File: src/rtl/pipeline_hazard_controller.sv
// rtl/pipeline_hazard_controller.sv - hazard and stall sequencer for the 5-stage MIPS pipeline
module pipeline_hazard_controller #(
  parameter int N_REG_ADDR  = 5,
  parameter int N_CNT       = 16,
  parameter int MEM_TIMEOUT = 64
) (
  input  logic                  clk_i,
  input  logic                  reset_i,
  input  logic                  id_valid_i,
  input  logic [N_REG_ADDR-1:0] id_rs_i,
  input  logic [N_REG_ADDR-1:0] id_rt_i,
  input  logic                  ex_mem_read_i,
  input  logic [N_REG_ADDR-1:0] ex_rt_i,
  input  logic                  mem_branch_taken_i,
  input  logic                  mem_access_i,
  input  logic                  dmem_ready_i,
  output logic                  pc_write_o,
  output logic                  ifid_write_o,
  output logic                  ctrl_sel_o,
  output logic                  ifid_flush_o,
  output logic                  idex_flush_o,
  output logic                  exmem_flush_o,
  output logic                  pipe_hold_o,
  output logic                  mem_error_o,
  output logic [N_CNT-1:0]      stall_count_o,
  output logic [N_CNT-1:0]      flush_count_o
);

  // Wide enough to hold MEM_TIMEOUT itself.
  localparam int WW = $clog2(MEM_TIMEOUT + 1);
  localparam logic [WW-1:0] TIMEOUT_W = WW'(MEM_TIMEOUT);

  typedef enum logic [1:0] {
    RUN      = 2'd0,
    LU_STALL = 2'd1,
    MEM_WAIT = 2'd2,
    ERROR    = 2'd3
  } state_t;

  state_t          state_q, state_d;
  logic [WW-1:0]   wait_q, wait_d;
  logic            pend_q, pend_d;
  logic [N_CNT-1:0] stall_q, flush_q;
  logic            stall_inc, flush_inc;

  logic load_use;
  logic mem_wait;
  logic branch;

  assign load_use = id_valid_i & ex_mem_read_i & (|ex_rt_i) &
                    ((ex_rt_i == id_rs_i) | (ex_rt_i == id_rt_i));
  assign mem_wait = mem_access_i & ~dmem_ready_i;
  // A branch seen while the pipe was frozen is replayed once the hold lifts.
  assign branch   = mem_branch_taken_i | pend_q;

  assign stall_count_o = stall_q;
  assign flush_count_o = flush_q;

  // Next-state and control outputs from state and the current stage fields.
  always_comb begin
    pc_write_o    = 1'b1;
    ifid_write_o  = 1'b1;
    ctrl_sel_o    = 1'b0;
    ifid_flush_o  = 1'b0;
    idex_flush_o  = 1'b0;
    exmem_flush_o = 1'b0;
    pipe_hold_o   = 1'b0;
    mem_error_o   = 1'b0;
    state_d       = state_q;
    wait_d        = wait_q;
    pend_d        = pend_q;
    stall_inc     = 1'b0;
    flush_inc     = 1'b0;

    case (state_q)
      RUN, LU_STALL: begin
        if (mem_wait) begin
          pipe_hold_o  = 1'b1;
          pc_write_o   = 1'b0;
          ifid_write_o = 1'b0;
          stall_inc    = 1'b1;
          pend_d       = pend_q | mem_branch_taken_i;
          wait_d       = WW'(1);
          state_d      = (TIMEOUT_W == WW'(1)) ? ERROR : MEM_WAIT;
        end else if (branch) begin
          ctrl_sel_o    = 1'b1;
          ifid_flush_o  = 1'b1;
          idex_flush_o  = 1'b1;
          exmem_flush_o = 1'b1;
          flush_inc     = 1'b1;
          pend_d        = 1'b0;
          state_d       = RUN;
        end else if (load_use && (state_q == RUN)) begin
          pc_write_o   = 1'b0;
          ifid_write_o = 1'b0;
          ctrl_sel_o   = 1'b1;
          stall_inc    = 1'b1;
          state_d      = LU_STALL;
        end else begin
          state_d = RUN;
        end
      end
      MEM_WAIT: begin
        pend_d = pend_q | mem_branch_taken_i;
        if (dmem_ready_i) begin
          wait_d  = '0;
          state_d = RUN;
        end else begin
          pipe_hold_o  = 1'b1;
          pc_write_o   = 1'b0;
          ifid_write_o = 1'b0;
          stall_inc    = 1'b1;
          wait_d       = wait_q + WW'(1);
          if (wait_q + WW'(1) == TIMEOUT_W) begin
            state_d = ERROR;
          end
        end
      end
      ERROR: begin
        pipe_hold_o  = 1'b1;
        pc_write_o   = 1'b0;
        ifid_write_o = 1'b0;
        ctrl_sel_o   = 1'b1;
        mem_error_o  = 1'b1;
      end
      default: begin
        state_d = RUN;
      end
    endcase

    if (!reset_i) begin
      pc_write_o    = 1'b0;
      ifid_write_o  = 1'b0;
      ctrl_sel_o    = 1'b1;
      ifid_flush_o  = 1'b1;
      idex_flush_o  = 1'b1;
      exmem_flush_o = 1'b1;
      pipe_hold_o   = 1'b0;
      mem_error_o   = 1'b0;
    end
  end

  // State, wait counter, deferred branch and saturating event counters.
  always_ff @(posedge clk_i) begin
    if (!reset_i) begin
      state_q <= RUN;
      wait_q  <= '0;
      pend_q  <= 1'b0;
      stall_q <= '0;
      flush_q <= '0;
    end else begin
      state_q <= state_d;
      wait_q  <= wait_d;
      pend_q  <= pend_d;
      if (stall_inc && (stall_q != {N_CNT{1'b1}})) begin
        stall_q <= stall_q + N_CNT'(1);
      end
      if (flush_inc && (flush_q != {N_CNT{1'b1}})) begin
        flush_q <= flush_q + N_CNT'(1);
      end
    end
  end

endmodule

File: config.mk
export PLATFORM = sky130hd
export DESIGN_NAME = pipeline_hazard_controller
export DESIGN_NICKNAME = d
export VERILOG_FILES = /design/src/rtl/pipeline_hazard_controller.sv
export SDC_FILE = /design/constraint.sdc
export NUM_CORES = 1
export LEC_CHECK = 0
export ABC_CLOCK_PERIOD_IN_PS = 6300
export CAP_MARGIN = 10
export CORE_ASPECT_RATIO = 1.4
export CORE_MARGIN = 4
export CORE_UTILIZATION = 52
export CTS_BUF_LIST = sky130_fd_sc_hd__clkbuf_16
export DETAILED_ROUTE_END_ITERATION = 8
export PLACE_DENSITY_LB_ADDON = 0.25
export SETUP_SLACK_MARGIN = 0.1
export SLEW_MARGIN = 20
export SYNTH_ARGS = -nofsm -noshare
export SYNTH_HDL_FRONTEND = slang
export SYNTH_SLANG_ARGS = --single-unit
File: constraint.sdc
create_clock -name clk_i -period 6.3 [get_ports clk_i]
set_input_delay 1.26 -clock clk_i [delete_from_list [all_inputs] [get_ports clk_i]]
set_output_delay 1.26 -clock clk_i [all_outputs]
set_load 0.01 [all_outputs]
* Word-level counts from Yosys, hierarchy flattened
Cells that the tools add are included.
** Storage, ports and cells
- Bits in registers :: 42
- Output and inout port bits :: 40
- Logic and storage cells :: 72
- Input bits :: 22
** Operators by class
- Mux-type cells :: 36
- Bitwise operators :: 7
- Equal/unequal tests :: 11
- $add $sub $neg :: 3
- Reductions and logical operators :: 10
** Operators by type and width (count)
- adder 16 x 1 -> 16 bit (second input constant) :: 2
- != test 16 bit (second input constant) :: 2
- two-way mux 1 bit :: 24
- two-way mux 7 bit :: 2
- one-hot mux 7 bit (2 select lines) :: 1
- equality test 5 bit :: 2
- adder 7 x 1 -> 7 bit (second input constant) :: 1
- equality test 7 bit (second input constant) :: 1
- two-way mux 2 bit :: 3
- != test 3 bit (second input constant) :: 2
- one-hot mux 1 bit (2 select lines) :: 3
- one-hot mux 1 bit (3 select lines) :: 2
- AND reduction 2 bit :: 3
- OR reduction 5 bit :: 1
- AND 1 bit :: 4
- equality test 2 bit (second input constant) :: 2
- one-hot mux 2 bit (2 select lines) :: 1
- logical AND 1 bit :: 3
- equality test 2 x 1 -> 1 bit (second input constant) :: 1
- logical NOT 2 bit :: 1
- != test 2 bit (second input constant) :: 1
- OR 1 bit :: 2
- nonzero test 2 bit :: 1
- OR reduction 2 bit :: 1
- NOT 1 bit :: 1

* Logic depth before layout (Yosys ltp)
Gate-level depths: netlist of run 1.
- Word-level depth :: 9
- Gate-level depth with buffers :: 8

* Worst setup path before layout of run 1
No wires, ideal clock.
- Path type :: input port to output port
- Start point :: in ex_rt_i[1]
- End point :: out pc_write_o
- Required time :: 5.040 ns
- Cell stages on the path :: 7
- Arrival :: 2.914 ns
- Path slack :: 2.126 ns
- Buffers on the path :: 2
- Path through :: or4_1 o2111a_1 and2_4 a21oi_4 buf_6 and3_1 buf_4
** Between the ends
- Longest elaborated chain between the ends :: 9
- Elaborated cells between the ends (all ways) :: 12
- Classes of those cells :: eq/ne: 2; mux: 5; bitwise: 3; reduce/logical: 2
** Ends and longest elaborated chain
- from (decl) :: line 13 : input logic [N_REG_ADDR-1:0] ex_rt_i,
- equality test 5 bit or OR reduction 5 bit (tied branches) :: line 51, 50
- OR 1 bit or AND 1 bit (tied branches) :: line 51, 50
- AND 1 bit (*) :: line 50 : assign load_use = id_valid_i & ex_mem_read_i & (|ex_rt_i) &
- logical AND 1 bit (*) :: line 93 : end else if (load_use && (state_q == RUN)) begin
- two-way mux 1 bit (*) (3 in a row)
- one-hot mux 1 bit (3 select lines) (*)
- two-way mux 1 bit (*)
- to (decl) :: line 17 : output logic pc_write_o,
Mark *: on every way between the ends. The rest lies on a longest branch, timed or not.

* Worst setup path in the final report of run 1
- Start point :: in ex_rt_i[1]
- End point :: out pc_write_o
** Between the ends
- Longest elaborated chain between the ends :: 9
- Elaborated cells between the ends (all ways) :: 12
- Classes of those cells :: eq/ne: 2; mux: 5; bitwise: 3; reduce/logical: 2
** Ends and longest elaborated chain
- equality test 5 bit or OR reduction 5 bit (tied branches) :: line 51, 50
- OR 1 bit or AND 1 bit (tied branches) :: line 51, 50
- AND 1 bit (*) :: line 50
- logical AND 1 bit (*) :: line 93
- two-way mux 1 bit (*) :: line 93
- two-way mux 1 bit (*) :: line 85 : end else if (branch) begin
- two-way mux 1 bit (*) :: line 77 : if (mem_wait) begin
- one-hot mux 1 bit (3 select lines) (*) :: line 75 : case (state_q)
- two-way mux 1 bit (*) :: line 131 : if (!reset_i) begin
Marks and branches as above.

==> metrics.yaml, run 1 <==
cells_and_area:
  final_area_sq_mm: 0.00311
  antenna_cells_inserted: 0
  postLayoutCoreUtil_pct: 72.7
  flow.area_growth_from_synthesis_pct: 34.8
  drive_gt1_share_pct: 7.46
  design.final.nets: 359
  layoutNonFillerInstCount: 395
power:
  power.net_switching_mw: 0.149
  power_frac_comb_pct: 11.0
  share_of_power_burned_in_the_clock_network_pct: 46.6
  power.total_mw: 0.645
  power_density_mw_per_mm2: 208
  internal_power_mw: 0.496
  seq_power_share_pct: 42.4
  power.static_leakage_nw: 1.05
  power_switching_share_pct: 23.2
  ir_worst_vdd_mv: 0.211
synthesis:
  synth.cell_area_sq_mm: 0.00230
  synth_async_sr_flop_share_pct: 0
  yosys_register_bits: 42
  ys_top_cells_by_area: "dfxtp_1 36%, xnor2_1 5.3%, a21oi_1 4.6%, nand3_1 4.3%, nor2_1 4.2%"
  yosysTopAreaCellShare_pct: 36.5
  yosysSeqAreaShare_pct: 36.5
  yosysWarnings: 0
  synth.top_cells.by_count: "42 x dfxtp_1, 26 x nor2_1, 24 x nand2_1"
  synth_cell_types: 49
  yosys_most_used_dff: "dfxtp_1"
  mappedNetlistNets: 301
  syn_inst: 276
  synth_area_leader_cell: "dfxtp_1"
  number_of_enable_flip_flop_cells_after_synthesis: 0
  synth.most_common_cell: "dfxtp_1"
  synth_area_per_cell_sq_um: 8.35
route:
  vias_per_cell: 5.59
  route.detailed.wl_per_inst_um: 13.8
  route.antenna.remaining_nets: 0
  drc: 0
  drt-pass1-iter-count: 5
  drt-total-wl_um: 5440
  starting_drt_drc_count: 176
  dr_total_vias: 2210
floorplanning:
  dieWidth_um: 64.3
  die_area_sq_mm: 0.00558
  initial_utilization_pct: 53.9
  pin_count: 62
  core_region_area_sq_mm: 0.00427
  fp.dieH_um: 86.8
  floorplan.rows: 28
cts:
  cts-root-to-sink-buffers: 2
  tritoncts: "done"
  post_cts.repair.setup_buffers: 0
  maximum_level_of_the_cts_h_tree: 2
  clock_insertion_delay_worst_skew_ns: 0.29
  worst_setup_hold_path_clk_slew_ns: 0.07
  numCtsBuffers: 5
  cts_resized: 0
  cts_num_sinks: 42
  ctsHoldBuffers: 0
  ctsRootBufferMaster: "clkbuf_16"
sta:
  period_minus_slack_ns: 5.14
  fmaxAchievable_mhz: 195
  fin_setup_tns_ns: 0
  clock-skew-final_ns: 0.00870
  finalSetupViolations: 0
  slew_headroom_pct: 48.0
  final-max-slew-violation-count: 0
  finalHoldViolCount: 0
  fin_crit_sh_pct: 81.6
  worstMarginPinSlew_ns: 0.780
  grt_setup_unrepaired: "false"
  worst_hold_slack_ns: 0.484
  final_critical_path_setup_slack_ns: 1.16
worst_setup_path:
  worst_setup_path_end_kind: "primary output"
  worst_setup_path_start_kind: "input port"
  cp_top_family: "buffers and inverters"
  cp.buffers_inverters: 3
  timing.critical_path.arrival_ns: 3.88
  critical_path_s_slowest_cell: "or4_1"
  critical-path-top-cell-by-count: "clkdlybuf4s50_1"
  crit_path_max_incr_delay_ns: 0.55
  required_ns: 5.04
  crit_path_cell_trace: "clkdlybuf4s50_1, or4_1, o2111a_1, and2_4, a21oi_4, buf_4, and3_1, clkdlybuf4s50_1"
  critical_path_class: "input port to primary output"
  worstPathMaxFanout: 28
run_status:
  run_status: "finished clean"
global_route:
  global_route.usage.total_pct: 20.0
  grt_pass1_vias: 2013
  grt_first_pass_wirelength_um: 9000
  grt_overflow_total: 0
  grt_antenna_before_repair: 0
  maximum_number_of_pins_on_one_net_before_global_route_repair: 33
place:
  post_dp_cell_area_sq_mm: 0.00293
  place_ws_ns: 1.19
  io_buffers: 61
  placed_cells: 387
  gp_congestion: 0.768
  hpwl_um: 3810
run:
  cap_viol_max_count: 0
hold_path:
  hold_path.class: "flop to flop"
power by group through the flow:
stage	clock network (mW)	logic (mW)	registers, mW
floorplan	0	0.0391	0.280
global placement	0	0.0688	0.280
detailed placement	0	0.0700	0.280
global route	0.315	0.0772	0.275
CTS	0.304	0.0713	0.274
finish	0.301	0.0708	0.274
worst min-delay path, cell delays in order, from the launching register on:
cell,delay [ns]
dfxtp_1,0.33
nand2_1,0.06
mux2i_1,0.06
cell type report:
cell class / count / area (sq um)
multi-input cells: 217 / 1370
fillers: 365 / 1170
flip-flops and latches: 42 / 841
repair buffers: 64 / 633
clock buffers: 5 / 125
well taps: 60 / 75.1
clock inverters: 3 / 48.8
inverters: 4 / 15.0
placed cells by master (no fill, tap or decap), drive strengths merged, types with 2 or more instances in the layout:
cell           netlist  routed
nand3b               2       2
nand4                4       4
and4                 4       4
xor2                 8       8
or4                  7       7
nand2b               8       8
nor4b                2       2
o41ai                3       3
inv                  3       4
xnor2               14      14
o31ai                5       5
nor2                26      26
nand3               20      20
buf                  7       3
dfxtp               42      42
and2                 3       3
o2111ai              3       3
nor3                 5       5
mux2i                6       6
clkdlybuf4s50        0      61
a21oi               22      22
clkbuf               6       5
or3                  5       5
ha                   3       3
and3                11      11
o2111a               2       2
o311ai               2       2
nand2               24      24
o21a                 4       4
o21ai               13      13
nor4                 2       2
cells by family after synthesis:
group           share of synthesized area [%]
mux                                      2.61
compound gates                           16.7
simple gates                             30.1
buf+inv                                  4.13
xor+xnor                                 8.36
flops                                    36.5
fa+ha+maj                                1.63
per-layer routing:
layer	up-vias	track usage [%]	routed length (um)
li1	1119	-	-
met1	1027	23.9	2260
met2	58	35.6	2880
met3	6	4.02	241
met4	0	6.35	55
met5	-	0	0
sequential cells by signal (all words and copies together), names as in the netlist:
register       cells
pend_q             1
wait_q             7
state_q            2
stall_count_o     16
flush_count_o     16
path summary, 6_finish.rpt:
check                     from                end  slack (ns)  cells past startpoint
max                 ex_rt_i[1]         pc_write_o        1.16                      8
max reg2reg   stall_count_o[4]   stall_count_o[4]        3.99                      6
min reg2reg  stall_count_o[12]  stall_count_o[12]        0.48                      2
min          stall_count_o[12]  stall_count_o[12]        0.48                      2
No activity file was read; power rests on OpenSTA's default activity.
==> inputs of run 2 (changes only) <==
- ABC_CLOCK_PERIOD_IN_PS: 6300 -> 5000
- CORE_UTILIZATION: 52 -> 48
- clock period: 6.3 -> 5 ns (I/O delays scaled with it)
==> run 2 against run 1 <==
Sequential share of layout area increased by 0.31 points; global-route usage decreased by 0.47 points; clock skew down 0.0013 ns; combinational power up 26%; cell count up 0.51%; clock power about the same; critical path depth shrank 1; core utilization is 6.0 points lower; sequential power grew 26%; critical path type unchanged; critical endpoint unchanged; highest routed layer unchanged.
==> metrics.yaml, run 2 (same netlist as run 1, synthesis figures left out) <==
worst_setup_path:
  worst_setup_path_start_kind: "input port"
  regToRegSetupSlack_ns: 2.68  # -1.31 ns
  worstPathMaxFanout: 3  # -89%
  critical_path_class: "input port to primary output"
  crit_path_max_incr_delay_ns: 0.55  # about the same
  crit_path_cell_trace: "clkdlybuf4s50_1, or4_1, o2111a_1, and2_4, a21oi_4, and3_1, clkdlybuf4s50_1"
  critical-path-top-cell-by-count: "clkdlybuf4s50_1"
  cp_top_family: "buffers and inverters"
  timing.critical_path.arrival_ns: 3.32  # -0.56 ns
  cp.buffers_inverters: 2  # -1
  worst_setup_path_end_kind: "primary output"
  required_ns: 4.00  # -1.04 ns
  critical_path_s_slowest_cell: "clkdlybuf4s50_1"
power:
  ir_worst_vdd_mv: 0.184  # -13%
  power_density_mw_per_mm2: 239  # +15%
  seq_power_share_pct: 47.0  # +4.6 points
  internal_power_mw: 0.565  # +14%
  power.net_switching_mw: 0.170  # +14%
  power_switching_share_pct: 23.1  # -0.037 points
  share_of_power_burned_in_the_clock_network_pct: 40.9  # -5.7 points
  power.static_leakage_nw: 1.04  # -1.5%
  power_frac_comb_pct: 12.2  # +1.2 points
cts:
  post_cts.repair.setup_buffers: 0  # unchanged
  worst_setup_hold_path_clk_slew_ns: 0.06  # about the same
  cts_resized: 0  # unchanged
  tritoncts: "done"
  cts-root-to-sink-buffers: 2  # unchanged
  numCtsBuffers: 5  # unchanged
  cts_num_sinks: 42  # unchanged
  clock_insertion_delay_worst_skew_ns: 0.28  # about the same
  ctsHoldBuffers: 0  # unchanged
  ctsRootBufferMaster: "clkbuf_16"
  maximum_level_of_the_cts_h_tree: 2  # unchanged
run_status:
  run_status: "finished clean"
floorplanning:
  pin_count: 62  # unchanged
  floorplan.rows: 29  # +3.6%
  initial_utilization_pct: 50.0  # -3.9 points
  fp.dieH_um: 90.0  # +3.7%
  die_area_sq_mm: 0.00599  # +7.4%
  dieWidth_um: 66.6  # +3.6%
  core_region_area_sq_mm: 0.00461  # +7.8%
route:
  drc: 0  # unchanged
  starting_drt_drc_count: 184  # +4.5%
  route.detailed.wl_per_inst_um: 13.9  # +0.85%
  dr_total_vias: 2180  # -1.4%
  drt-total-wl_um: 5520  # +1.4%
  drt-pass1-iter-count: 4  # -1
  vias_per_cell: 5.49  # -1.9%
  route.antenna.remaining_nets: 0  # unchanged
cells_and_area:
  num-fill-cells: 430  # +18%
  drive_gt1_share_pct: 6.57  # -0.90 points
  antenna_cells_inserted: 0  # unchanged
  flow.area_growth_from_synthesis_pct: 33.3
  mostFrequentLayoutCell: "clkdlybuf4s50_1"
  design.final.nets: 359  # unchanged
  layout_common_cells: "61 x clkdlybuf4s50_1, 42 x dfxtp_1, 26 x nor2_1, 24 x nand2_1, 21 x a21oi_1"
  final_area_sq_mm: 0.00307  # -1.1%
  postLayoutCoreUtil_pct: 66.7  # -6.0 points
  multiInputGateArea_sq_mm: 0.00137  # unchanged
  ff_latch_area_sq_um: 841  # unchanged
global_route:
  grt_overflow_total: 0  # unchanged
  grt_pass1_vias: 2094  # +4.0%
  grt_antenna_before_repair: 0  # unchanged
  global_route.usage.total_pct: 19.5  # -0.47 points
  grt_first_pass_wirelength_um: 9560  # +6.1%
  maximum_number_of_pins_on_one_net_before_global_route_repair: 31  # -6.1%
sta:
  fin_crit_sh_pct: 86.5
  final-max-slew-violation-count: 0  # unchanged
  fin_setup_tns_ns: 0  # unchanged
  finalSetupViolations: 0  # unchanged
  clock-skew-final_ns: 0.00744  # -0.00126 ns
  slew_headroom_pct: 48.0  # about the same
  period_minus_slack_ns: 4.32
  worst_hold_slack_ns: 0.482  # -0.00168 ns
  grt_setup_unrepaired: "false"
  worstMarginPinSlew_ns: 0.780  # +0.0000268 ns
  finalHoldViolCount: 0  # unchanged
  fmaxAchievable_mhz: 231
place:
  gp_congestion: 0.798  # +3.9%
  post_dp_cell_area_sq_mm: 0.00294  # about the same
  hpwl_um: 4090  # +7.3%
  io_buffers: 61  # unchanged
hold_path:
  hold_path.class: "flop to flop"
run:
  cap_viol_max_count: 0  # unchanged
run 2: layout make-up:
cell class              count  share of cell area (%)
inverters                   4                   0.489
clock buffers               5                    4.07
flip-flops and latches     42                    27.4
repair buffers             64                    20.6
clock inverters             3                   0.367
multi-input cells         217                    44.6
well taps                  62                    2.53
run 2: final timing paths:
kind                                  startpoint          endpoint  cells past startpoint
worst min-delay path                   wait_q[6]         wait_q[6]                      2
worst max-delay path                  ex_rt_i[1]        pc_write_o                      7
worst min register to register         wait_q[6]         wait_q[6]                      2
worst max register to register  stall_count_o[3]  stall_count_o[3]                      6
run 2: metal layers:
layer	GRT usage (%)	up-vias	part of all wire, %
met5	0	-	0
met4	5.59	0	0.87
met3	4.36	6	4.2
met2	33.4	44	52
met1	24.0	1018	43
li1	-	1112	-
run 2: worst min-delay path: stages (launching register included):
cell	delay, ns
dfxtp_1	0.32
nand2_1	0.06
a21oi_1	0.06
run 2: power groups by stage:
stage	Combinational [mW]	Clock (mW)	Sequential, mW
after global placement	0.0881	0	0.352
final	0.0894	0.301	0.345
after detailed placement	0.0894	0	0.353
after CTS	0.0899	0.310	0.345
after global routing	0.0977	0.322	0.346
after floorplan	0.0492	0	0.353
run 2: through the flow:
| step | worst slack [ns] | power [mW] | instances |
|---|---|---|---|
| 5_1_grt | 0.581 | 0.765 | 397 |
| 4_1_cts | 0.666 | 0.745 | 397 |
| 3_3_place_gp | 0.685 | 0.440 | 389 |
| 3_5_place_dp | 0.668 | 0.442 | 389 |
| 2_1_floorplan | 1.35 | 0.402 | 276 |
| 6_report | 0.677 | 0.735 | 397 |
